$ cat src/rtl/pmem_arbiter_rr.sv
// pmem_arbiter_rr: N-way arbiter from cache requesters onto the single physical memory port.
// One access in flight; round-robin or fixed priority; sticky watchdog flag for hung accesses.
//
// state   | meaning
// IDLE    | nothing in flight; pick a winner among pending requesters
// BUSY    | granted requester drives pmem until pmem_resp
// RELEASE | dead cycle so the finished requester can drop its strobes
module pmem_arbiter_rr #(
    parameter int NUM_REQ        = 2,
    parameter int ADDR_WIDTH     = 16,
    parameter int DATA_WIDTH     = 128,
    parameter int FIXED_PRIO     = 0,
    parameter int TIMEOUT_CYCLES = 256,
    localparam int GW = (NUM_REQ > 1) ? $clog2(NUM_REQ) : 1
) (
    input  logic                          clk,
    input  logic                          rst,
    input  logic [NUM_REQ-1:0]            req_read,
    input  logic [NUM_REQ-1:0]            req_write,
    input  logic [NUM_REQ*ADDR_WIDTH-1:0] req_address,
    input  logic [NUM_REQ*DATA_WIDTH-1:0] req_wdata,
    output logic [NUM_REQ-1:0]            req_resp,
    output logic [DATA_WIDTH-1:0]         req_rdata,
    output logic                          pmem_read,
    output logic                          pmem_write,
    output logic [ADDR_WIDTH-1:0]         pmem_address,
    output logic [DATA_WIDTH-1:0]         pmem_wdata,
    input  logic [DATA_WIDTH-1:0]         pmem_rdata,
    input  logic                          pmem_resp,
    output logic                          busy,
    output logic [GW-1:0]                 grant_id,
    output logic                          err_timeout
);
    localparam logic [1:0] S_IDLE    = 2'd0;
    localparam logic [1:0] S_BUSY    = 2'd1;
    localparam logic [1:0] S_RELEASE = 2'd2;

    localparam int WDW = (TIMEOUT_CYCLES > 0) ? $clog2(TIMEOUT_CYCLES + 1) : 1;
    localparam logic [WDW-1:0] WD_LIMIT = WDW'(TIMEOUT_CYCLES);

    logic [1:0]         state;
    logic [GW-1:0]      rr_ptr;
    logic [GW-1:0]      rr_next;
    logic [GW-1:0]      winner;
    logic [WDW-1:0]     wd_cnt;
    logic [NUM_REQ-1:0] pending;
    logic               g_read;
    logic               g_write;
    logic               g_active;
    int                 search_start;
    int                 search_idx;
    logic               search_found;

    assign pending = req_read | req_write;

    always_comb begin
        winner       = '0;
        search_found = 1'b0;
        search_idx   = 0;
        search_start = (FIXED_PRIO != 0) ? 0 : int'(rr_ptr);
        for (int k = 0; k < NUM_REQ; k++) begin
            search_idx = (search_start + k) % NUM_REQ;
            if (!search_found && pending[search_idx[GW-1:0]]) begin
                winner       = search_idx[GW-1:0];
                search_found = 1'b1;
            end
        end
    end

    assign rr_next = (int'(grant_id) == NUM_REQ - 1) ? '0 : grant_id + 1'b1;

    // strobes follow the granted requester live, so an early drop aborts immediately
    assign g_read     = req_read[grant_id];
    assign g_write    = req_write[grant_id];
    assign busy       = (state == S_BUSY);
    assign g_active   = busy && (g_read || g_write);
    assign pmem_write = busy & g_write;
    assign pmem_read  = busy & g_read & ~g_write;
    assign req_rdata  = pmem_rdata;

    always_comb begin
        pmem_address = req_address[ADDR_WIDTH-1:0];
        pmem_wdata   = req_wdata[DATA_WIDTH-1:0];
        for (int i = 1; i < NUM_REQ; i++) begin
            if (int'(grant_id) == i) begin
                pmem_address = req_address[i*ADDR_WIDTH +: ADDR_WIDTH];
                pmem_wdata   = req_wdata[i*DATA_WIDTH +: DATA_WIDTH];
            end
        end
    end

    always_comb begin
        req_resp = '0;
        if (g_active && pmem_resp) begin
            req_resp[grant_id] = 1'b1;
        end
    end

    always_ff @(posedge clk or posedge rst) begin
        if (rst) begin
            state       <= S_IDLE;
            rr_ptr      <= '0;
            grant_id    <= '0;
            wd_cnt      <= '0;
            err_timeout <= 1'b0;
        end else begin
            case (state)
                S_IDLE: begin
                    if (|pending) begin
                        grant_id <= winner;
                        wd_cnt   <= '0;
                        state    <= S_BUSY;
                    end
                end
                S_BUSY: begin
                    if (!g_active) begin
                        state <= S_IDLE;
                    end else if (pmem_resp) begin
                        state <= S_RELEASE;
                    end else if (TIMEOUT_CYCLES != 0 && wd_cnt != WD_LIMIT) begin
                        wd_cnt <= wd_cnt + 1'b1;
                        if (wd_cnt + 1'b1 == WD_LIMIT) begin
                            err_timeout <= 1'b1;
                        end
                    end
                end
                S_RELEASE: begin
                    rr_ptr <= rr_next;
                    state  <= S_IDLE;
                end
                default: state <= S_IDLE;
            endcase
        end
    end
endmodule

$ cat config.mk
export PLATFORM = sky130hd
export DESIGN_NAME = pmem_arbiter_rr
export DESIGN_NICKNAME = d
export VERILOG_FILES = /design/src/rtl/pmem_arbiter_rr.sv
export SDC_FILE = /design/constraint.sdc
export NUM_CORES = 1
export LEC_CHECK = 0
export CORE_AREA = 2 2 273 275
export DETAILED_ROUTE_END_ITERATION = 16
export DIE_AREA = 0 0 275 277
export GPL_ROUTABILITY_DRIVEN = 0
export GPL_TIMING_DRIVEN = 0
export PLACE_DENSITY_LB_ADDON = 0.25
export SYNTH_ARGS = -nofsm -noshare
export SYNTH_HDL_FRONTEND = slang
export SYNTH_SLANG_ARGS = --single-unit
$ cat constraint.sdc
create_clock -name clk -period 4.4 [get_ports clk]
set_input_delay 0.88 -clock clk [delete_from_list [all_inputs] [get_ports clk]]
set_output_delay 0.88 -clock clk [all_outputs]
set_load 0.02 [all_outputs]
==> impl_metrics.env <==
export IMPL_cts_root_buf="clkbuf_16"
export IMPL_post_route_util_pct=14.5
export IMPL_layout_cells_non_filler=1951
export IMPL_grt_pass1_wl_um=42900
export IMPL_yosysSeqAreaShare_pct=9.60
export IMPL_hp_start="err_timeout"
export IMPL_cts_max_level=1
export IMPL_avgRoutedWirePerCell_um=17.0
export IMPL_cp_arrival_ns=3.03
export IMPL_fillers=8401
export IMPL_crit_chain="clkbuf_1 -> clkbuf_1 -> nand2_1 -> o32a_1 -> nor2_1 -> clkdlybuf4s50_1"
export IMPL_layout_common_cells="clkdlybuf4s50_1 (573), mux2_2 (145), buf_4 (128), dfrtp_1 (14), clkbuf_1 (13)"
export IMPL_max_clock_freq_mhz=256
export IMPL_grt_pass1_vias=5514
export IMPL_cts_tree="yes"
export IMPL_cts_num_sinks=14
export IMPL_reg2reg_slack_ns=2.29
export IMPL_cp_max_fo=10
export IMPL_final_nets=1406
export IMPL_antenna_found_initial=24
export IMPL_remaining_drc_errors=0
export IMPL_grt_overflow_total=0
export IMPL_cts_buffers=3
export IMPL_vias=5214
export IMPL_clock_latency_ns=0.24
export IMPL_postSynth_asyncResetShare_pct=100
export IMPL_crit_type="flop to output port"
export IMPL_r2r_start="grant_id"
export IMPL_syn_inst=404
export IMPL_worst_hold_slack_ns=0.474
export IMPL_cp_required_ns=3.52
export IMPL_cp_buffers_inverters=3
export IMPL_clock_path_buffers=2
export IMPL_relSlewSlack_pct=54.9
export IMPL_end_kind="output port"
export IMPL_place_area_um2=10600
export IMPL_critPathMaxStageDelay_ns=0.75
export IMPL_synth_top_area_share_pct=44.7
export IMPL_whs_path_depth=1
export IMPL_final_common_cell="clkdlybuf4s50_1"
export IMPL_place_inst=1946
export IMPL_crit_family="buffers and inverters"
export IMPL_dpl_hpwl_um=30500
export IMPL_dieHeight_um=277
export IMPL_outcome="completed"
export IMPL_synth_edff_count=0
export IMPL_finalSetupViolCount=0
export IMPL_floorplan_initialDensity_pct=4.96
export IMPL_ys_seq_elements=14
export IMPL_ys_flop_type="dfrtp_1"
export IMPL_die_x_um=275
export IMPL_drt_iter0_drc=103
export IMPL_whs_endpoint="err_timeout"
export IMPL_drive_above_1_share_pct=29.6
export IMPL_slew_viol_final=0
export IMPL_cts_setup_buffers=0
export IMPL_num_rows=100
export IMPL_postLayoutCellArea_um2=10700
export IMPL_syn2layout_area_growth_pct=193
export IMPL_numPortBuffers=573
export IMPL_dieArea_um2=76200
export IMPL_ir_drop_uv=195
export IMPL_core_um2=73600
export IMPL_ys_warn_count=0
export IMPL_worst_pin_slew_ns=0.677
export IMPL_routed_wl_um=33100
export IMPL_grt_usage_pct=8.07
export IMPL_first_pass_iters=4
export IMPL_grt_max_degree=15
export IMPL_synth_cell_types=46
export IMPL_avgViaCountPerCell=2.67
export IMPL_hold_viol=0
export IMPL_tns_ns=0
export IMPL_syn_area_um2=3650
export IMPL_rsz0062_at_grt="no"
export IMPL_syn_avg_cell_area_um2=9.03
export IMPL_crit_path_frequent_cell="clkbuf_1"
export IMPL_maxCapViolCount=0
export IMPL_cpMaxStageDelayCell="dfrtp_1"
export IMPL_min_period_over_period_pct=88.8
export IMPL_ant_nets=0
export IMPL_r2r_cells=4
export IMPL_ios=702
export IMPL_synthesis_nets=829
export IMPL_hp_class="flop to flop"
export IMPL_ys_top_cells_by_area="mux2_2 (45%), buf_4 (26%), dfrtp_1 (9.6%)"
export IMPL_start_kind="flop"
export IMPL_post_route_min_period_ns=3.91
export IMPL_p_leak_nw=3.94
export IMPL_finalClockSkew_ns=0.00414
export IMPL_clkTransAtPathRegs_ns=0.04
export IMPL_p_per_area_nw_per_um2=332
export IMPL_synth_area_leader_cell="mux2_2"
export IMPL_worstReg2RegEnd="grant_id"
## cells by family (layout without fill, tap and decap cells)
| kind of cell | Yosys count | count (layout) | share of synthesized area (%) |
|---|---|---|---|
| mux | 146 | 146 | 45.0 |
| compound gates | 30 | 30 | 5.86 |
| buf+inv | 160 | 735 | 30.2 |
| fa+ha+maj | 2 | 2 | 0.686 |
| xor+xnor | 3 | 3 | 0.720 |
| other cells | 0 | 3 | 0 |
| flops | 14 | 14 | 9.60 |
| simple gates | 49 | 49 | 7.89 |
## layer usage
| metal | GRT usage [%] | vias up | part of all wire (%) | wire, µm |
|---|---|---|---|---|
| li1 | - | 2452 | - | - |
| met1 | 9.27 | 2357 | 38 | 12600 |
| met2 | 14.0 | 361 | 49 | 16400 |
| met3 | 3.66 | 34 | 11 | 3730 |
| met4 | 0.859 | 10 | 0.93 | 307 |
| met5 | 0 | - | 0.18 | 61 |
## per-stage QoR
step | total power, mW | worst slack [ns]
after floorplan | 1.86 | 1.74
after global placement | 3.44 | 0.202
after detailed placement | 3.42 | 0.179
after CTS | 3.62 | 0.179
after global routing | 3.76 | 0.130
final | 3.54 | 0.495
## cell type report
type / count / area, µm² / share of cell area (%)
plain buffers: 149 / 1060 / 9.95
inverters: 10 / 37.5 / 0.352
multi-input cells: 230 / 2200 / 20.6
clock buffers: 3 / 75.1 / 0.703
diodes: 3 / 7.51 / 0.0703
flip-flops and latches: 14 / 350 / 3.28
repair buffers: 573 / 5740 / 53.7
well taps: 969 / 1210 / 11.4
## worst max path at each step
stage                     depth (start not counted)  slack (ns)     start           to
after floorplan                                   4        1.74  grant_id  req_resp[0]
after global placement                            6        0.20  grant_id   pmem_write
after detailed placement                          6        0.18  grant_id   pmem_write
after CTS                                         5        0.18  grant_id   pmem_write
after global routing                              5        0.13  grant_id   pmem_write
final                                             6        0.49  grant_id    pmem_read
## worst register-to-register path: cells and delay by family (launching register included)
family          cells  cell delay, ns
simple gates        1            0.15
buf+inv             2            0.97
flops               1            0.75
compound gates      1            0.16
## registers in the layout, indices dropped and copies added (netlist names)
| register | flops |
|---|---|
| err_timeout | 1 |
| wd_cnt | 9 |
| rr_ptr | 1 |
| grant_id | 1 |
| state | 2 |
## power by group
| part | internal (mW) | total [mW] | switching [mW] |
|---|---|---|---|
| Combinational | 1.66 | 3.16 | 1.50 |
| Sequential | 0.158 | 0.216 | 0.0585 |
| Clock | 0.119 | 0.169 | 0.0500 |
## cell usage after synthesis (all sizes together) (2+ instances only)
cell type / count
and2: 4
or3: 2
nand4: 3
o31ai: 3
mux2: 145
nor2: 9
o211ai: 3
and4: 2
dfrtp: 14
a211oi: 2
a21oi: 2
nor4: 2
nand3: 9
ha: 2
clkbuf: 14
buf: 136
o21ai: 7
inv: 10
xnor2: 2
nand2: 9
a31oi: 3
and3: 3
## repair_timing
| item | in CTS | in global routing |
|---|---|---|
| hold buffers | 0 | 0 |
| gates resized for setup | 0 | 0 |
| endpoints found under the setup margin | 8 | 0 |
| endpoints found under the hold margin | 0 | 0 |
(Power assumes the default switching activity.)
